==> src/rtl/div_pkg.sv <==
`default_nettype none
// ============================================================================
// Module      : div_pkg
// Description : Shared types and sizing for the restoring divider block:
//               FSM state encoding, default operand width and the
//               width of the iteration counter.
// Revision    : 1.0 - initial release
// ============================================================================
package div_pkg;

    // Default operand width in bits
    localparam int W_DEFAULT = 4;

    // The iteration counter must hold the value W without wrapping,
    // hence ceil(log2(W)) + 1 bits.
    function automatic int cnt_width(input int w);
        return $clog2(w) + 1;
    endfunction

    localparam int CNT_W_DEFAULT = cnt_width(W_DEFAULT);

    // Controller states
    typedef enum logic [1:0] {
        ST_IDLE = 2'd0,
        ST_RUN  = 2'd1,
        ST_DONE = 2'd2
    } state_t;

endpackage : div_pkg
`default_nettype wire

==> src/rtl/sub_borrow.sv <==
`default_nettype none
// ============================================================================
// Module      : sub_borrow
// Description : Combinational N-bit subtractor A-B built as a ripple chain
//               of 1-bit full subtractors. Produces the difference and the
//               final borrow (borrow=1 means A < B as unsigned values).
// Revision    : 1.0 - initial release
// ============================================================================

// One-bit full subtractor: d = a - b - bin, with borrow out
module full_sub1 (
    input  logic a_i,
    input  logic b_i,
    input  logic bin_i,
    output logic d_o,
    output logic bout_o
);
    assign d_o    = a_i ^ b_i ^ bin_i;
    assign bout_o = (~a_i & b_i) | (~(a_i ^ b_i) & bin_i);
endmodule : full_sub1

module sub_borrow #(
    parameter int N = 5
) (
    input  logic [N-1:0] a_i,
    input  logic [N-1:0] b_i,
    output logic [N-1:0] diff_o,
    output logic         borrow_o
);

    // Each stage keeps its own borrow-in/borrow-out nets so the chain is a
    // set of distinct signals rather than one vector feeding itself.
    for (genvar i = 0; i < N; i++) begin : g_bit
        logic w_bin;
        logic w_bout;

        if (i == 0) begin : g_lsb
            assign w_bin = 1'b0;
        end else begin : g_chain
            assign w_bin = g_bit[i-1].w_bout;
        end

        full_sub1 u_fs (
            .a_i    (a_i[i]),
            .b_i    (b_i[i]),
            .bin_i  (w_bin),
            .d_o    (diff_o[i]),
            .bout_o (w_bout)
        );
    end

    assign borrow_o = g_bit[N-1].w_bout;

endmodule : sub_borrow
`default_nettype wire

==> src/rtl/restoring_divider4_ctrl.sv <==
`default_nettype none
// ============================================================================
// Module      : restoring_divider4_ctrl
// Description : Sequential unsigned restoring divider. One quotient bit is
//               resolved per RUN cycle using a single shared subtractor.
//               Divide-by-zero short-cuts straight to DONE with
//               quotient=all-ones, remainder=dividend and a sticky flag.
// Revision    : 1.0 - initial release
// ============================================================================
module restoring_divider4_ctrl
    import div_pkg::*;
#(
    parameter int W = W_DEFAULT
) (
    input  logic         clk,
    input  logic         rst,
    input  logic         start,
    input  logic [W-1:0] dividend,
    input  logic [W-1:0] divisor,
    output logic         busy,
    output logic         done,
    output logic [W-1:0] quotient,
    output logic [W-1:0] remainder,
    output logic         div_by_zero
);

    localparam int CNT_W = cnt_width(W);
    localparam logic [CNT_W-1:0] C_LAST_ITER = CNT_W'(W - 1);

    state_t           state_q;
    logic             busy_q;
    logic             done_q;
    logic [W-1:0]     quot_q;
    logic [W-1:0]     rem_q;
    logic             dbz_q;
    logic [CNT_W-1:0] cnt_q;
    logic [W:0]       r_q;       // partial remainder
    logic [W-1:0]     q_q;       // dividend shifting out / quotient shifting in
    logic [W-1:0]     divisor_q; // latched divisor

    logic [W:0]       w_rs;
    logic [W:0]       w_diff;
    logic             w_borrow;
    logic [W:0]       r_d;
    logic [W-1:0]     q_d;

    // Shift the next dividend bit into the partial remainder
    assign w_rs = {r_q[W-1:0], q_q[W-1]};

    sub_borrow #(
        .N (W + 1)
    ) u_sub (
        .a_i      (w_rs),
        .b_i      ({1'b0, divisor_q}),
        .diff_o   (w_diff),
        .borrow_o (w_borrow)
    );

    // Restoring step: keep the difference only when it did not go negative
    always_comb begin
        r_d = w_rs;
        q_d = {q_q[W-2:0], 1'b0};
        if (!w_borrow) begin
            r_d = w_diff;
            q_d = {q_q[W-2:0], 1'b1};
        end
    end

    // The top bit of R is shifted out before it is ever read; after each
    // restoring step R < divisor so it carries no information.
    logic w_unused;
    assign w_unused = r_q[W];

    // Controller FSM with registered outputs
    always_ff @(posedge clk) begin
        if (rst) begin
            state_q   <= ST_IDLE;
            busy_q    <= 1'b0;
            done_q    <= 1'b0;
            quot_q    <= '0;
            rem_q     <= '0;
            dbz_q     <= 1'b0;
            cnt_q     <= '0;
            r_q       <= '0;
            q_q       <= '0;
            divisor_q <= '0;
        end else begin
            case (state_q)
                ST_IDLE: begin
                    done_q <= 1'b0;
                    if (start) begin
                        divisor_q <= divisor;
                        r_q       <= '0;
                        q_q       <= dividend;
                        cnt_q     <= '0;
                        dbz_q     <= 1'b0;
                        busy_q    <= 1'b1;
                        if (divisor == '0) begin
                            // No iterations needed: results are defined directly
                            state_q <= ST_DONE;
                            quot_q  <= '1;
                            rem_q   <= dividend;
                            dbz_q   <= 1'b1;
                            done_q  <= 1'b1;
                        end else begin
                            state_q <= ST_RUN;
                        end
                    end
                end

                ST_RUN: begin
                    r_q   <= r_d;
                    q_q   <= q_d;
                    cnt_q <= cnt_q + 1'b1;
                    if (cnt_q == C_LAST_ITER) begin
                        // Final iteration: publish the results as DONE is entered
                        state_q <= ST_DONE;
                        quot_q  <= q_d;
                        rem_q   <= r_d[W-1:0];
                        done_q  <= 1'b1;
                    end
                end

                ST_DONE: begin
                    // start is deliberately not sampled here
                    state_q <= ST_IDLE;
                    busy_q  <= 1'b0;
                    done_q  <= 1'b0;
                end

                default: begin
                    state_q <= ST_IDLE;
                    busy_q  <= 1'b0;
                    done_q  <= 1'b0;
                end
            endcase
        end
    end

    assign busy        = busy_q;
    assign done        = done_q;
    assign quotient    = quot_q;
    assign remainder   = rem_q;
    assign div_by_zero = dbz_q;

endmodule : restoring_divider4_ctrl
`default_nettype wire

==> config.mk <==
export PLATFORM = sky130hd
export DESIGN_NAME = restoring_divider4_ctrl
export DESIGN_NICKNAME = d
export VERILOG_FILES = /design/src/rtl/div_pkg.sv /design/src/rtl/sub_borrow.sv /design/src/rtl/restoring_divider4_ctrl.sv
export SDC_FILE = /design/constraint.sdc
export NUM_CORES = 1
export LEC_CHECK = 0
export CAP_MARGIN = 20
export CORE_MARGIN = 2
export CORE_UTILIZATION = 30
export DETAILED_ROUTE_END_ITERATION = 7
export GPL_TIMING_DRIVEN = 0
export PLACE_DENSITY_LB_ADDON = 0.12
export SLEW_MARGIN = 0
export SYNTH_ARGS = -nofsm -noshare
export SYNTH_HDL_FRONTEND = slang
export SYNTH_HIERARCHICAL = 1
export SYNTH_SLANG_ARGS = --single-unit
==> constraint.sdc <==
create_clock -name clk -period 3.9 [get_ports clk]
set_input_delay 0.78 -clock clk [delete_from_list [all_inputs] [get_ports clk]]
set_output_delay 0.78 -clock clk [all_outputs]
set_load 0.03 [all_outputs]
==> impl_metrics.csv <==
group,metric,value,unit
cts,cts_buffers,3,
sta,setup_tns,0,ps
sta,drv_slew,0,
power_and_ir_drop,p_sw_frac,0.2873,
power_and_ir_drop,clkPwrFrac,0.267,
global_routing,grt_pass1_wl,5947,um
logic_synthesis,syn_inst,158,
drt,viasPerCell,5.090,
cts,cts.reportedPaths.clkPinSlew,90,ps
job,drv_cap,0,
finish,seq_area,560.5,um^2
sta,tightest_slew,661.0,ps
placement,portBuffers,20,
global_routing,grt_pass1_vias,1208,
cts,cts.sink_count,28,
power_and_ir_drop,switching_power,170.1,uW
critical_path,cp_data_arrival_time,3740,ps
drt,dr.pass1.iters,4,
power_and_ir_drop,seqPwrFrac,0.522,
logic_synthesis,synth_cell_types,36,
global_routing,track_usage,0.1476,
power_and_ir_drop,power_frac_comb,0.210,
power_and_ir_drop,intPower,422.1,uW
logic_synthesis,ys_seq_elements,28,
global_routing,antenna_found_initial,0,
critical_path,end_kind,"register",
cts,cts-htree-levels,1,
finish,fin_nets,201,
finish,instances_no_fill,233,
sta,hold_violations,0,
critical_path,path_class,"register to register",
die,initial_core_util,0.3160,
drt,drtAntennaViolNets,0,
cts,clock_path_buffers,2,
die,fp.dieW,72.20,um
drt,wirelength,3389,um
critical_path,worstPathMaxFanout,6,
sta,min_period,3589,ps
drt,vias,1186,
finish,drive_gt1_frac,0.08840,
sta,max_freq,278.6,MHz
cts,cts_resized,0,
die,rows,24,
cts,postCtsSetupBuffers,0,
drt,wl_per_cell,14.55,um
die,floorplan.die.height,72.20,um
drt,drtIter0Drc,46,
min_path,holdCritPathClass,"register to register",
global_routing,grt.overflow.total,0,
die,core,4414,um^2
sta,max_slew_margin,0.5584,
sta,clock_skew,2.464,ps
global_routing,grt_max_degree,15,
finish,area_delta_synth_final,21.97,%
placement,dp.cells,230,
power_and_ir_drop,power.density,348.0,nW/um^2
finish,multi_input_area,706.9,um^2
cts,ctsHoldBuffers,0,
logic_synthesis,avgSynthCellArea,8.830,um^2
finish,antennaDiodeCount,0,
die,die-area,5212,um^2
power_and_ir_drop,peakVddDrop,165.2,uV
sta,holdWs,457.4,ps
drt,drc,0,
cts,root_buffer,"clkbuf_8",
critical_path,cp-start-kind,"register",
placement,hpwl,2521,um
cts,cts_tree,"done",
sta,setup_viol,0,
die,pin_count,22,
status,status,"finished, final reports clean",
sta,period_share,0.9204,
sta,fin_ws,310.5,ps
logic_synthesis,yosysWarnings,6,
critical_path,cp.required,4050,ps
logic_synthesis,netlist_area,1395,um^2
power_and_ir_drop,p_leak,0.0006361,uW
finish,fillers,458,
placement,place_congestion,0.7734,
logic_synthesis,synth_nets,176,
cts,clock_latency,270,ps
placement,dp_slack,344.6,ps
logic_synthesis,seq_area_frac_synth,0.4018,
finish,final_util,0.3855,
sta,rsz0062_at_grt,"no",
## sequential cells by signal (all words and copies together), names as in the netlist
name and count:
cnt_q 3, div_by_zero 1, quotient 4, done 1
r_q 4, q_q 4, divisor_q 4, remainder 4
state_q 2, busy 1
## worst max-delay path: stages (launching register included)
cell and delay [ps]:
dfxtp_1 340, inv_1 60, fa_1 410, inv_1 70, inv_1 40, fa_1 360, inv_1 60, inv_1 40
fa_1 350, inv_1 60, inv_1 40, fa_1 340, inv_1 60, inv_1 40, fa_1 340, inv_1 220
mux2_2 390, nor2_1 140, o31ai_1 90
## cells in the mapped netlist
master,number,share of area
buf_2,3,0.011
or4_1,1,0.0054
nor4b_1,1,0.0063
nor3_1,1,0.0036
a21oi_1,7,0.025
a21boi_2,1,0.0081
o21ba_2,1,0.0072
a2111oi_2,1,0.011
o21ai_0,4,0.014
a311oi_1,1,0.0063
buf_1,1,0.0027
fa_1,5,0.072
clkbuf_1,4,0.011
mux2_2,4,0.032
nand3b_1,1,0.0054
nor3b_4,1,0.013
a22oi_1,5,0.027
o41ai_2,1,0.012
nand2_1,11,0.030
o31ai_1,3,0.016
o2111ai_1,4,0.025
conb_1,2,0.0054
o2bb2ai_1,1,0.0063
a2bb2oi_1,2,0.013
a211oi_1,7,0.038
o22ai_1,2,0.0090
or3b_1,1,0.0063
ha_1,2,0.018
inv_1,23,0.062
dfxtp_1,28,0.40
nand2b_1,3,0.013
nor2b_1,1,0.0045
o21bai_1,1,0.0054
nor4_1,4,0.018
nor2_1,19,0.051
buf_4,1,0.0054
## metrics by stage
| step | instance area, um^2 | total power, uW |
|---|---|---|
| final | 1702 | 592.2 |
| after global routing | 1702 | 629.9 |
| after CTS | 1702 | 599.1 |
| after detailed placement | 1660 | 440.5 |
| after global placement | 1660 | 438.6 |
| after floorplan | 1395 | 398.7 |
## worst paths after layout
path	endpoint	slack, ps	startpoint	cells after the start
hold reg to reg	div_by_zero	460	div_by_zero	2
hold / removal	div_by_zero	460	div_by_zero	2
setup reg to reg	remainder[2]	310	divisor_q[0]	18
setup / recovery	remainder[2]	310	divisor_q[0]	18
## per-layer routing
layer | track usage | wire length, um
met5 | 0 | 0
met4 | 0.03145 | 27
met3 | 0.03472 | 181
met2 | 0.2314 | 1527
met1 | 0.2074 | 1652
## area by class of cell
cell class                      count  area share
Tap cell                           52     0.03824
Buffer                              9     0.02426
Multi-Input combinational cell     98      0.4154
Sequential cell                    28      0.3294
Inverter                           23     0.05074
Clock buffer                        3     0.02426
Timing Repair Buffer               20      0.1176
## cell families (layout without fill, tap and decap cells)
logic type	Yosys count	in the layout	synth area share
muxes	4	4	0.03228
and+or+nand+nor	44	44	0.1570
buffers and inverters	32	55	0.09147
DFF	28	28	0.4018
AOI/OAI and AO/OA	41	41	0.2224
adders and majority gates	7	7	0.08969
other	2	2	0.005383
## cells in the final DEF (no fill, tap or decap), drive strengths merged, types with 5 or more instances in the layout
| cell type | instances |
|---|---|
| a21oi | 7 |
| dfxtp | 28 |
| nor2 | 19 |
| nand2 | 11 |
| inv | 23 |
| buf | 5 |
| a211oi | 7 |
| fa | 5 |
| a22oi | 5 |
| clkdlybuf4s50 | 20 |
| clkbuf | 7 |
## power groups by stage
stage / clock network, uW / logic, uW / registers, uW
final: 158 / 125 / 309
after global routing: 177 / 141 / 312
after CTS: 164 / 125 / 310
after detailed placement: 0 / 124 / 316
after global placement: 0 / 123 / 316
after floorplan: 0 / 78.1 / 321
Power figures use the tool's default switching activity.
